**config.mk**
```make
export PLATFORM = sky130hd
export DESIGN_NAME = rocket_flight_unit
export DESIGN_NICKNAME = d
export VERILOG_FILES = /design/src/rtl/rocket_flight_unit.sv
export SDC_FILE = /design/constraint.sdc
export NUM_CORES = 1
export LEC_CHECK = 0
export CAP_MARGIN = 10
export CORE_ASPECT_RATIO = 0.75
export CORE_MARGIN = 4
export CORE_UTILIZATION = 30
export CTS_BUF_LIST = sky130_fd_sc_hd__clkbuf_16
export DETAILED_ROUTE_END_ITERATION = 10
export PLACE_DENSITY = 0.49
export SYNTH_ARGS = -nofsm -noshare
export SYNTH_HDL_FRONTEND = slang
export SYNTH_SLANG_ARGS = --single-unit
```
**constraint.sdc**
```tcl
create_clock -name clk -period 3.1 [get_ports clk]
set_input_delay 0.62 -clock clk [delete_from_list [all_inputs] [get_ports clk]]
set_output_delay 0.62 -clock clk [all_outputs]
set_load 0.02 [all_outputs]
```
**src/rtl/rocket_flight_unit.sv**
```systemverilog
// rocket_flight_unit: one rocket's launch capture, 1/64-pixel vertical
// motion, border-exit flag and registered rectangle drawing request.
// Ports:
//   clk, resetN (async, active low)
//   isActive, initialX/Y, initialSpeed: launch interface from the controller
//   startOfFrame: one-cycle frame pulse; pixelX/Y: current VGA pixel
//   topLeftX/Y, reachedBorder: position and exit level for the controller
//   drawingRequest, offsetX/Y: registered hit and offset inside the rocket
module rocket_flight_unit #(
  parameter int ROCKET_W = 4,
  parameter int ROCKET_H = 16,
  parameter int TOP_Y    = 0,
  parameter int BOTTOM_Y = 479
) (
  input  logic               clk,
  input  logic               resetN,
  input  logic               isActive,
  input  logic signed [10:0] initialX,
  input  logic signed [10:0] initialY,
  input  logic signed [10:0] initialSpeed,
  input  logic               startOfFrame,
  input  logic signed [10:0] pixelX,
  input  logic signed [10:0] pixelY,
  output logic signed [10:0] topLeftX,
  output logic signed [10:0] topLeftY,
  output logic               reachedBorder,
  output logic               drawingRequest,
  output logic signed [10:0] offsetX,
  output logic signed [10:0] offsetY
);

  typedef enum logic [1:0] {
    IDLE   = 2'd0,
    FLYING = 2'd1,
    EXITED = 2'd2
  } state_t;

  localparam logic signed [11:0] TOP_L = 12'(TOP_Y);
  localparam logic signed [11:0] BOT_L = 12'(BOTTOM_Y - ROCKET_H);
  localparam logic signed [11:0] W_L   = 12'(ROCKET_W);
  localparam logic signed [11:0] H_L   = 12'(ROCKET_H);

  state_t              state_q;
  state_t              state_d;
  logic                isActive_d;
  logic                armed;
  logic signed [16:0]  yFp;
  logic signed [10:0]  speedR;
  logic signed [10:0]  xR;

  logic                launch;
  logic                outRange;
  logic                move;
  logic                hit;
  logic signed [11:0]  px;
  logic signed [11:0]  py;
  logic signed [11:0]  tx;
  logic signed [11:0]  ty;

  assign topLeftX      = xR;
  assign topLeftY      = yFp[16:6];
  assign reachedBorder = (state_q == EXITED);

  assign px = {pixelX[10], pixelX};
  assign py = {pixelY[10], pixelY};
  assign tx = {xR[10], xR};
  assign ty = {topLeftY[10], topLeftY};

  // armed blocks a level that was already high when reset released
  assign launch   = isActive && !isActive_d && armed;
  assign outRange = (ty < TOP_L) || (ty > BOT_L);

  // the controller's clear also stops drawing from the very next cycle
  assign hit = (state_q == FLYING) && isActive &&
               (px >= tx) && (px < tx + W_L) &&
               (py >= ty) && (py < ty + H_L);

  always_comb begin
    state_d = state_q;
    move    = 1'b0;
    unique case (state_q)
      IDLE: begin
        if (launch) state_d = FLYING;
      end
      FLYING: begin
        if (!isActive)    state_d = IDLE;
        else if (outRange) state_d = EXITED;
        else              move = startOfFrame;
      end
      EXITED: begin
        if (!isActive) state_d = IDLE;
      end
      default: state_d = IDLE;
    endcase
  end

  always_ff @(posedge clk or negedge resetN) begin
    if (!resetN) begin
      state_q <= IDLE;
    end else begin
      state_q <= state_d;
    end
  end

  always_ff @(posedge clk or negedge resetN) begin
    if (!resetN) begin
      isActive_d     <= 1'b0;
      armed          <= 1'b0;
      xR             <= '0;
      yFp            <= '0;
      speedR         <= '0;
      drawingRequest <= 1'b0;
      offsetX        <= '0;
      offsetY        <= '0;
    end else begin
      isActive_d     <= isActive;
      armed          <= armed | ~isActive;
      drawingRequest <= hit;
      offsetX        <= pixelX - xR;
      offsetY        <= pixelY - topLeftY;
      if (state_q == IDLE && launch) begin
        xR     <= initialX;
        yFp    <= {initialY, 6'b0};
        speedR <= initialSpeed;
      end else if (move) begin
        yFp <= yFp + {{6{speedR[10]}}, speedR};
      end
    end
  end

endmodule
```
After elaboration in Yosys (flattened, before gate mapping)
Index checks and enable logic that the tools add are counted.

operators by class
  reduce and logical (&&, ||, !) cells = 13
  mux-type cells = 10
  add/sub/neg operators = 5
  bitwise logic cells = 2
  equal/unequal tests = 5
  $lt $le $gt $ge = 6

operator list
  kind                   count
  $mux 17                2
  $lt 11x12->1           2
  $ge 11x11->1           2
  $sub 11x11->11         2
  $add 17x17->17         1
  $add 11x4->12 const B  1
  $add 11x6->12 const B  1
  $gt 11x10->1 const B   1
  $lt 11x1->1 const B    1
  $logic_and 1x1->1      8
  $mux 2                 4
  $pmux 2 s3             1
  $ne 2x2->1 const B     2
  $mux 1                 3
  $ne 3x3->1 const B     1
  $reduce_and 3->1       1
  $eq 2x1->1 const B     1
  $eq 2x2->1 const B     1
  $logic_not 2->1        1
  $reduce_bool 2->1      1
  $logic_not 1->1        1
  $logic_or 1x1->1       1
  $not 1->1              1
  $or 1x1->1             1

word-level totals
  register bits after elaboration = 66
  output and inout port bits = 46

Longest topological paths before layout
  depth in word-level cells = 7
  gate-level depth with buffers = 12
  depth with buffers taken out = 12

Worst setup path before layout
No wires, ideal clock.

  path kind = reg2reg
  start = register xR[5], in the netlist topLeftX[5]
  end = register drawingRequest
  required time = 3033 ps
  path buffers = 0
  library setup time = 67 ps
  period minus slack after synthesis = 2623 ps
  arrival = 2557 ps
  stages on the path, launching flop included = 13
  path slack = 477 ps
  cells stage by stage = dfrtp_1 -> inv_1 -> nor3_1 -> and3_1 -> nand3_1 -> xnor2_1 -> ha_1 -> nand4_1 -> nor2_1 -> a21oi_1 -> mux2_2 -> nor4_1 -> and3_1

between the ends
  longest elaborated chain between the ends = 5
  elaborated cells on any way between the ends = 7
  classes of those cells = add/sub: 1; order compare: 2; reduce/logical: 4

RTL lines
  item                                                      RTL line  RTL
  start: declaration                                        49        logic signed [10:0] xR;
  start signal: assignment                                  122       xR <= initialX;
  $add 11x4->12 / $ge 11x11->1 (equally long branches)      75        (px >= tx) && (px < tx + W_L) &&
  $lt 11x12->1 / $logic_and 1x1->1 (equally long branches)  75, 74
  $logic_and 1x1->1 (*) (2 in a row)                        75
  $logic_and 1x1->1 (*)                                     76        (py >= ty) && (py < ty + H_L);
  net hit                                                   54        logic hit;
  end signal: assignment                                    118       drawingRequest <= hit;
  end: declaration                                          27        output logic drawingRequest,

The timed path passes the listed nets; every way through them passes the cells marked *.
A chain may end at the register's enable or synchronous reset.

Worst setup path in the final report
Same ends and word-level chain as after synthesis.

==> results_tabular.tex <==
\begin{tabular}{lr}
\hline
Metric & Value \\
\hline
\multicolumn{2}{l}{\textbf{Clock tree}} \\
Clock sink count & 66 \\
Master cell of the clock root buffer & sky130\_fd\_sc\_hd\_\_clkbuf\_16 \\
Worst-path clk slew & 0.06 ns \\
CTS buffer count & 9 \\
Clock tree from TritonCTS & done \\
Total of cells resized after clock tree synthesis & 0 \\
Source-to-sink clock delay at the later pin of the worst-skew pair & 0.33 ns \\
H-tree levels & 3 \\
\# Post-CTS Setup Buffers & 0 \\
Maximum buffer depth of the clock tree & 2 \\
Total of hold buffers inserted after clock tree synthesis & 0 \\
\multicolumn{2}{l}{\textbf{Placement}} \\
Count of placed standard cells including taps & 829 \\
Hpwl dp & 10,660 um \\
Post-place setup slack & 0.1622 ns \\
Final Wtd Congestion & 0.8774 \\
Placement-stage cell area & 6018 um2 \\
Count of buffers from port buffering & 104 \\
\multicolumn{2}{l}{\textbf{Layout}} \\
Core occupancy in the finished layout & 40.84\% \\
Filler cell count & 1,568 \\
Layout cells sized above 1 & 6.094\% \\
Inserted Diodes & 0 \\
Area growth from synthesis to layout & 31.31\% \\
Register Area & 1652 um2 \\
Design Area, Final & 6317 um2 \\
Number of nets in the layout & 756 \\
Post-route insts no fill & 845 \\
Area of combinational cells with multiple inputs & 2903 um2 \\
\multicolumn{2}{l}{\textbf{Power and ir drop}} \\
Total net switching power & 2.808 mW \\
PD cells & 1014 nW/um2 \\
IR drop worst, VDD & 0.4595 mV \\
Share of total power in the clock network & 16.1\% \\
Int Pwr & 3.597 mW \\
Leakage & 2.796 nW \\
Comb pwr share & 59.9\% \\
Total design power & 6.405 mW \\
Sequential power share & 24.1\% \\
Switching share of power & 43.84\% \\
\multicolumn{2}{l}{\textbf{STA}} \\
Setup TNS & 0 ns \\
Hold slack & 0.2633 ns \\
Least-Margin Pin Slew & 0.5384 ns \\
Clock tree skew after final layout & 0.006896 ns \\
Unrepaired setup endpoints after global routing & false \\
Slew Limit Fails & 0 \\
Final number of hold-violating endpoints & 0 \\
Final period demand of the worst path & 2.761 ns \\
Max transition margin & 64.11\% \\
Final period util & 89.06\% \\
Number of failing setup endpoints in the final timing report & 0 \\
Upper clock frequency limit & 362.2 MHz \\
Worst setup margin & 0.3392 ns \\
\multicolumn{2}{l}{\textbf{Critical path}} \\
Kind of critical path & flip-flop to flip-flop \\
Critical Path RT & 3.37 ns \\
Data arrival time of the worst path & 3.03 ns \\
Top fanout value on the critical path & 4 \\
Critical path capture point type & flip-flop \\
Critical Path Source Type & flip-flop \\
\multicolumn{2}{l}{\textbf{Synthesis}} \\
Distinct cells, synth & 62 \\
Synthesis-stage register bit count & 66 \\
Primary flip-flop cell chosen by synthesis mapping & sky130\_fd\_sc\_hd\_\_dfrtp\_1 \\
Number of instances in the synthesized netlist & 535 \\
Nets in the synthesized netlist & 656 \\
Synth top area cells & sky130\_fd\_sc\_hd\_\_dfrtp\_1 (34\%), sky130\_fd\_sc\_hd\_\_ha\_1 (15\%), sky130\_fd\_sc\_hd\_\_xnor2\_1 (6.7\%), sky130\_fd\_sc\_hd\_\_nand2\_1 (5.9\%), sky130\_fd\_sc\_hd\_\_a21oi\_1 (3.3\%) \\
Number of synthesized flops with an enable pin & 0 \\
Avg Inst Size Synth & 8.992 um2 \\
Post-synth top area share & 34.33\% \\
Post-Syn Area & 4811 um2 \\
Proportion of register bits with asynchronous set or reset after synthesis & 100.0\% \\
Seq/Total Area, Yosys & 34.33\% \\
Library cell occupying the most area in the post-synthesis netlist & sky130\_fd\_sc\_hd\_\_dfrtp\_1 \\
Number of warning messages in the yosys log & 0 \\
\multicolumn{2}{l}{\textbf{Floorplan}} \\
Number of primary I/O pins & 105 \\
X dimension of the die & 154.2 um \\
Starting Density & 31.10\% \\
Placement row count & 39 \\
Overall die area & 18,150 um2 \\
DIE HEIGHT & 117.7 um \\
Core box area & 15,470 um2 \\
\multicolumn{2}{l}{\textbf{Route}} \\
Number of vias after detailed routing & 4,158 \\
Antenna viol nets, final & 0 \\
Vias per inst & 4.921 \\
Number of DRC violations after detailed-routing iteration 0 & 167 \\
Drc violations & 0 \\
Total iterations of the first detailed-routing run & 4 \\
Final Routed Wirelength & 13,570 um \\
Routed wirelength normalized by instance count & 16.06 um \\
\multicolumn{2}{l}{\textbf{Global routing}} \\
Wire length of the first global-routing pass & 22,270 um \\
GRT Total Usage & 15.14\% \\
Pin count of the biggest net entering global routing & 27 \\
Via count of the first global-routing pass & 4,217 \\
Global-route congestion overflow total & 0 \\
Initial antenna violation count & 0 \\
\multicolumn{2}{l}{\textbf{Job}} \\
Max-cap violation count & 0 \\
\multicolumn{2}{l}{\textbf{Hold path}} \\
Worst hold-check path type & input port to asynchronous set/reset pin \\
\multicolumn{2}{l}{\textbf{Outcome}} \\
Result of the run & completed \\
\hline
\end{tabular}
-- sequential cells by signal (all words and copies together) (netlist names) --
signal          flops
isActive_d          1
speedR             11
offsetX            11
topLeftX           11
state_q             2
yFp                17
offsetY            11
drawingRequest      1
armed               1
-- kinds of logic after synthesis --
logic type	count (synthesis)	synth area share, %
XOR/XNOR	42	7.646
AO/OA/AOI/OAI	127	17.87
buffers and inverters	56	5.436
flip-flops	66	34.33
multiplexers	2	0.4421
AND/OR/NAND/NOR	180	17.68
adder cells (fa/ha/maj)	62	16.59
-- worst max-delay path: stages (launching register included) --
cell	delay, ns
sky130_fd_sc_hd__dfrtp_1	0.37
sky130_fd_sc_hd__inv_1	0.10
sky130_fd_sc_hd__nor3_2	0.26
sky130_fd_sc_hd__and3_1	0.25
sky130_fd_sc_hd__nand3_1	0.12
sky130_fd_sc_hd__xnor2_1	0.15
sky130_fd_sc_hd__ha_1	0.30
sky130_fd_sc_hd__nand4_1	0.13
sky130_fd_sc_hd__nor2_1	0.07
sky130_fd_sc_hd__a21oi_1	0.13
sky130_fd_sc_hd__mux2_2	0.35
sky130_fd_sc_hd__nor4_1	0.27
sky130_fd_sc_hd__and3_1	0.19
-- cells in the final DEF, fill, tap and decap left out, types with 5 or more instances in the layout --
cell type / count
sky130_fd_sc_hd__inv_1: 35
sky130_fd_sc_hd__clkbuf_16: 9
sky130_fd_sc_hd__nor3_1: 5
sky130_fd_sc_hd__ha_1: 59
sky130_fd_sc_hd__nand3_1: 23
sky130_fd_sc_hd__a211oi_1: 5
sky130_fd_sc_hd__nor2_1: 31
sky130_fd_sc_hd__and2_1: 5
sky130_fd_sc_hd__o21ai_0: 26
sky130_fd_sc_hd__xor2_1: 5
sky130_fd_sc_hd__o21a_1: 6
sky130_fd_sc_hd__clkdlybuf4s50_1: 103
sky130_fd_sc_hd__xnor2_1: 37
sky130_fd_sc_hd__a21oi_1: 32
sky130_fd_sc_hd__dfrtp_1: 66
sky130_fd_sc_hd__nand2_1: 76
sky130_fd_sc_hd__nand4_1: 9
sky130_fd_sc_hd__o211ai_1: 6
sky130_fd_sc_hd__a21o_1: 9
sky130_fd_sc_hd__buf_4: 6
-- layer usage --
metal	track usage [%]	wire, um	vias to the layer above	part of all wire (%)
met1	21.79	6824	1937	50
met2	22.25	5724	113	42
met3	4.447	837	15	6.2
met4	3.696	182	0	1.3
li1	-	-	2093	-
met5	0	0	-	0
-- Yosys cell counts (6+ instances only) --
master	count
sky130_fd_sc_hd__nand2_1	76
sky130_fd_sc_hd__dfrtp_1	66
sky130_fd_sc_hd__ha_1	59
sky130_fd_sc_hd__xnor2_1	37
sky130_fd_sc_hd__inv_1	35
sky130_fd_sc_hd__a21oi_1	32
sky130_fd_sc_hd__nor2_1	31
sky130_fd_sc_hd__o21ai_0	26
sky130_fd_sc_hd__nand3_1	23
sky130_fd_sc_hd__buf_4	11
sky130_fd_sc_hd__a21o_1	9
sky130_fd_sc_hd__nand4_1	9
sky130_fd_sc_hd__buf_2	8
sky130_fd_sc_hd__nor3_1	6
sky130_fd_sc_hd__o211ai_1	6
sky130_fd_sc_hd__o21a_1	6
-- final timing paths --
check,startpoint,end,slack [ns],cells past startpoint
max,topLeftX[5],drawingRequest,0.34,12
min,resetN,offsetX[4],0.26,1
max reg2reg,topLeftX[5],drawingRequest,0.34,12
min reg2reg,speedR[4],speedR[4],0.49,2
max in group asynchronous,resetN,offsetX[0],2.06,2
min in group clk,speedR[4],speedR[4],0.49,2
-- layout make-up --
type | instances | share of cell area (%)
Clock inverter | 7 | 1.089
Multi-Input combinational cell | 413 | 45.95
Inverter | 35 | 2.080
Tap cell | 205 | 4.060
Timing Repair Buffer | 110 | 17.11
Sequential cell | 66 | 26.14
Clock buffer | 9 | 3.565
-- power groups by stage --
stage	Combinational [mW]	Clock, mW	Sequential (mW)
2_1_floorplan	2.49	0	1.70
3_3_place_gp	3.82	0	1.55
3_5_place_dp	3.84	0	1.55
4_1_cts	3.87	1.07	1.55
5_1_grt	4.28	1.10	1.60
6_report	3.84	1.03	1.54
Note: power is estimated with default switching activity, not from simulation.
==> patch (same settings) <==
Encoding of `state_t`: now one-hot (3 bits for 3 states).
--- a/src/rtl/rocket_flight_unit.sv
+++ b/src/rtl/rocket_flight_unit.sv
@@ -29,10 +29,10 @@
   output logic signed [10:0] offsetY
 );
 
-  typedef enum logic [1:0] {
-    IDLE   = 2'd0,
-    FLYING = 2'd1,
-    EXITED = 2'd2
+  typedef enum logic [2:0] {
+    IDLE   = 3'b001,
+    FLYING = 3'b010,
+    EXITED = 3'b100
   } state_t;
 
   localparam logic signed [11:0] TOP_L = 12'(TOP_Y);
Formal check against the unedited RTL: same outputs for any inputs over 10 cycles, from zero or initial values and one cycle with resetN low; not proved beyond that.
==> patch against the unedited design <==
- worst setup slack worse by 0.031 ns
- sequential cell count rose by 1
- design area barely moved
- global-route usage is 0.32 points lower
- synthesized area shrank 2.4%
- power is 29% lower
- wire length down 6.8%
- core utilization is 0.51 points higher
- fmax shrank 1.1%
- via count fell by 4.4%
==> patch: results (changes against the unedited design) <==
========================================================================================
Share of the synthesized area in compound gates (AO/OA/AOI/OAI)                   0.1794   +0.0006974
Initial detailed-routing violation count                                             171   +2.4%
Post-synthesis mux area share                                                   0.004531   +0.0001096
Number of global-route vias before repair                                           4147   -1.7%
Clk cell area share                                                              0.05408   +0.007537
Multi-input gate area in the final layout                                      2783 um^2   -4.1%
Total half-perimeter wirelength after legalization and detailed placement        9924 um   -6.9%
Peak supply drop                                                               0.2860 mV   -38%
Combined global-route utilization of all metal layers                             0.1481   -0.003222
Total number of sequential cells                                                      67   +1.5%
Register area share after synthesis                                               0.3574   +0.01411
Non-clock inverter count in the final layout                                          33   -5.7%
Slew of the pin with the lowest slew margin                                    0.8925 ns   +0.3541 ns
Critical Path Source                                                         topLeftX[2]
Final layout net count                                                               740   -2.1%
Mapped Cells                                                                         512   -4.3%
Largest net degree at the start of global routing                                     68   +150%
Highest net fanout along the worst path                                                6   +2
Adder-cell share of the synthesized area                                          0.1700   +0.004113
Slowest Stage Delay on Critical Path                                             0.44 ns   +0.07 ns
Number of combinational gates with multiple inputs                                   391   -5.3%
Routability congestion estimate from global placement                             0.8126   -7.4%
Core Footprint                                                                15270 um^2   -1.3%
Cell leakage power                                                              2.818 nW   +0.79%
Netlist cell types                                                                    53   -15%
Non-clk buf share                                                                 0.1795   +0.008354
Post-layout instance count excluding filler cells                                    829   -1.9%
Worst reg-to-reg setup slack                                                     0.31 ns   -0.03 ns
Fraction of area in registers                                                     0.2656   +0.004213
Top achievable clock speed                                                     358.2 MHz   -1.1%
Fraction of final layout cells with drive strength greater than 1                0.07532   +0.01438
WP data arrival                                                                  3.04 ns   about the same
Setup slack at placement                                                       0.1820 ns   +0.01980 ns
Post-Syn Nets                                                                        633   -3.5%
Most numerous cell types in the synthesized netlist                         nand2_1, dfrtp_1, ha_1
Routed WL                                                                       12640 um   -6.8%
Run status                                                                     completed
Xor/xnor share of the synthesized area                                           0.07649   about the same
Placed instance count                                                                813   -1.9%
Fill cell instance count of the final layout                                        1502   -4.2%
========================================================================================
==> patch: per-layer routing <==
layer | global-route usage | wire length (um) | vias to the layer above
met5 | 0 | 0 | -
met4 | 0.04214 | 130 | 0
met3 | 0.03963 | 639 | 11
met2 | 0.2314 | 5545 | 84
met1 | 0.2046 | 6325 | 1870
li1 | - | - | 2011
==> patch: where the power goes <==
group          internal (W)  switching (W)  total, W
clock              0.000784       0.000403   0.00119
sequential          0.00111       0.000164   0.00127
combinational      0.000993        0.00109   0.00209
total               0.00288        0.00166   0.00455
==> patch: worst paths after layout <==
check                                 end  cells after the start
setup / recovery           drawingRequest                     12
hold / removal                 offsetX[9]                      2
setup reg to reg           drawingRequest                     12
hold reg to reg                     armed                      1
max in group asynchronous         yFp[14]                      2
min in group clk                    armed                      1
==> patch: what timing repair did <==
| action | CTS | global route |
|---|---|---|
| setup buffers | 0 | 0 |
| resized for setup | 0 | 2 |
| hold buffers | 0 | 0 |
| setup endpoints to repair | 0 | 1 |
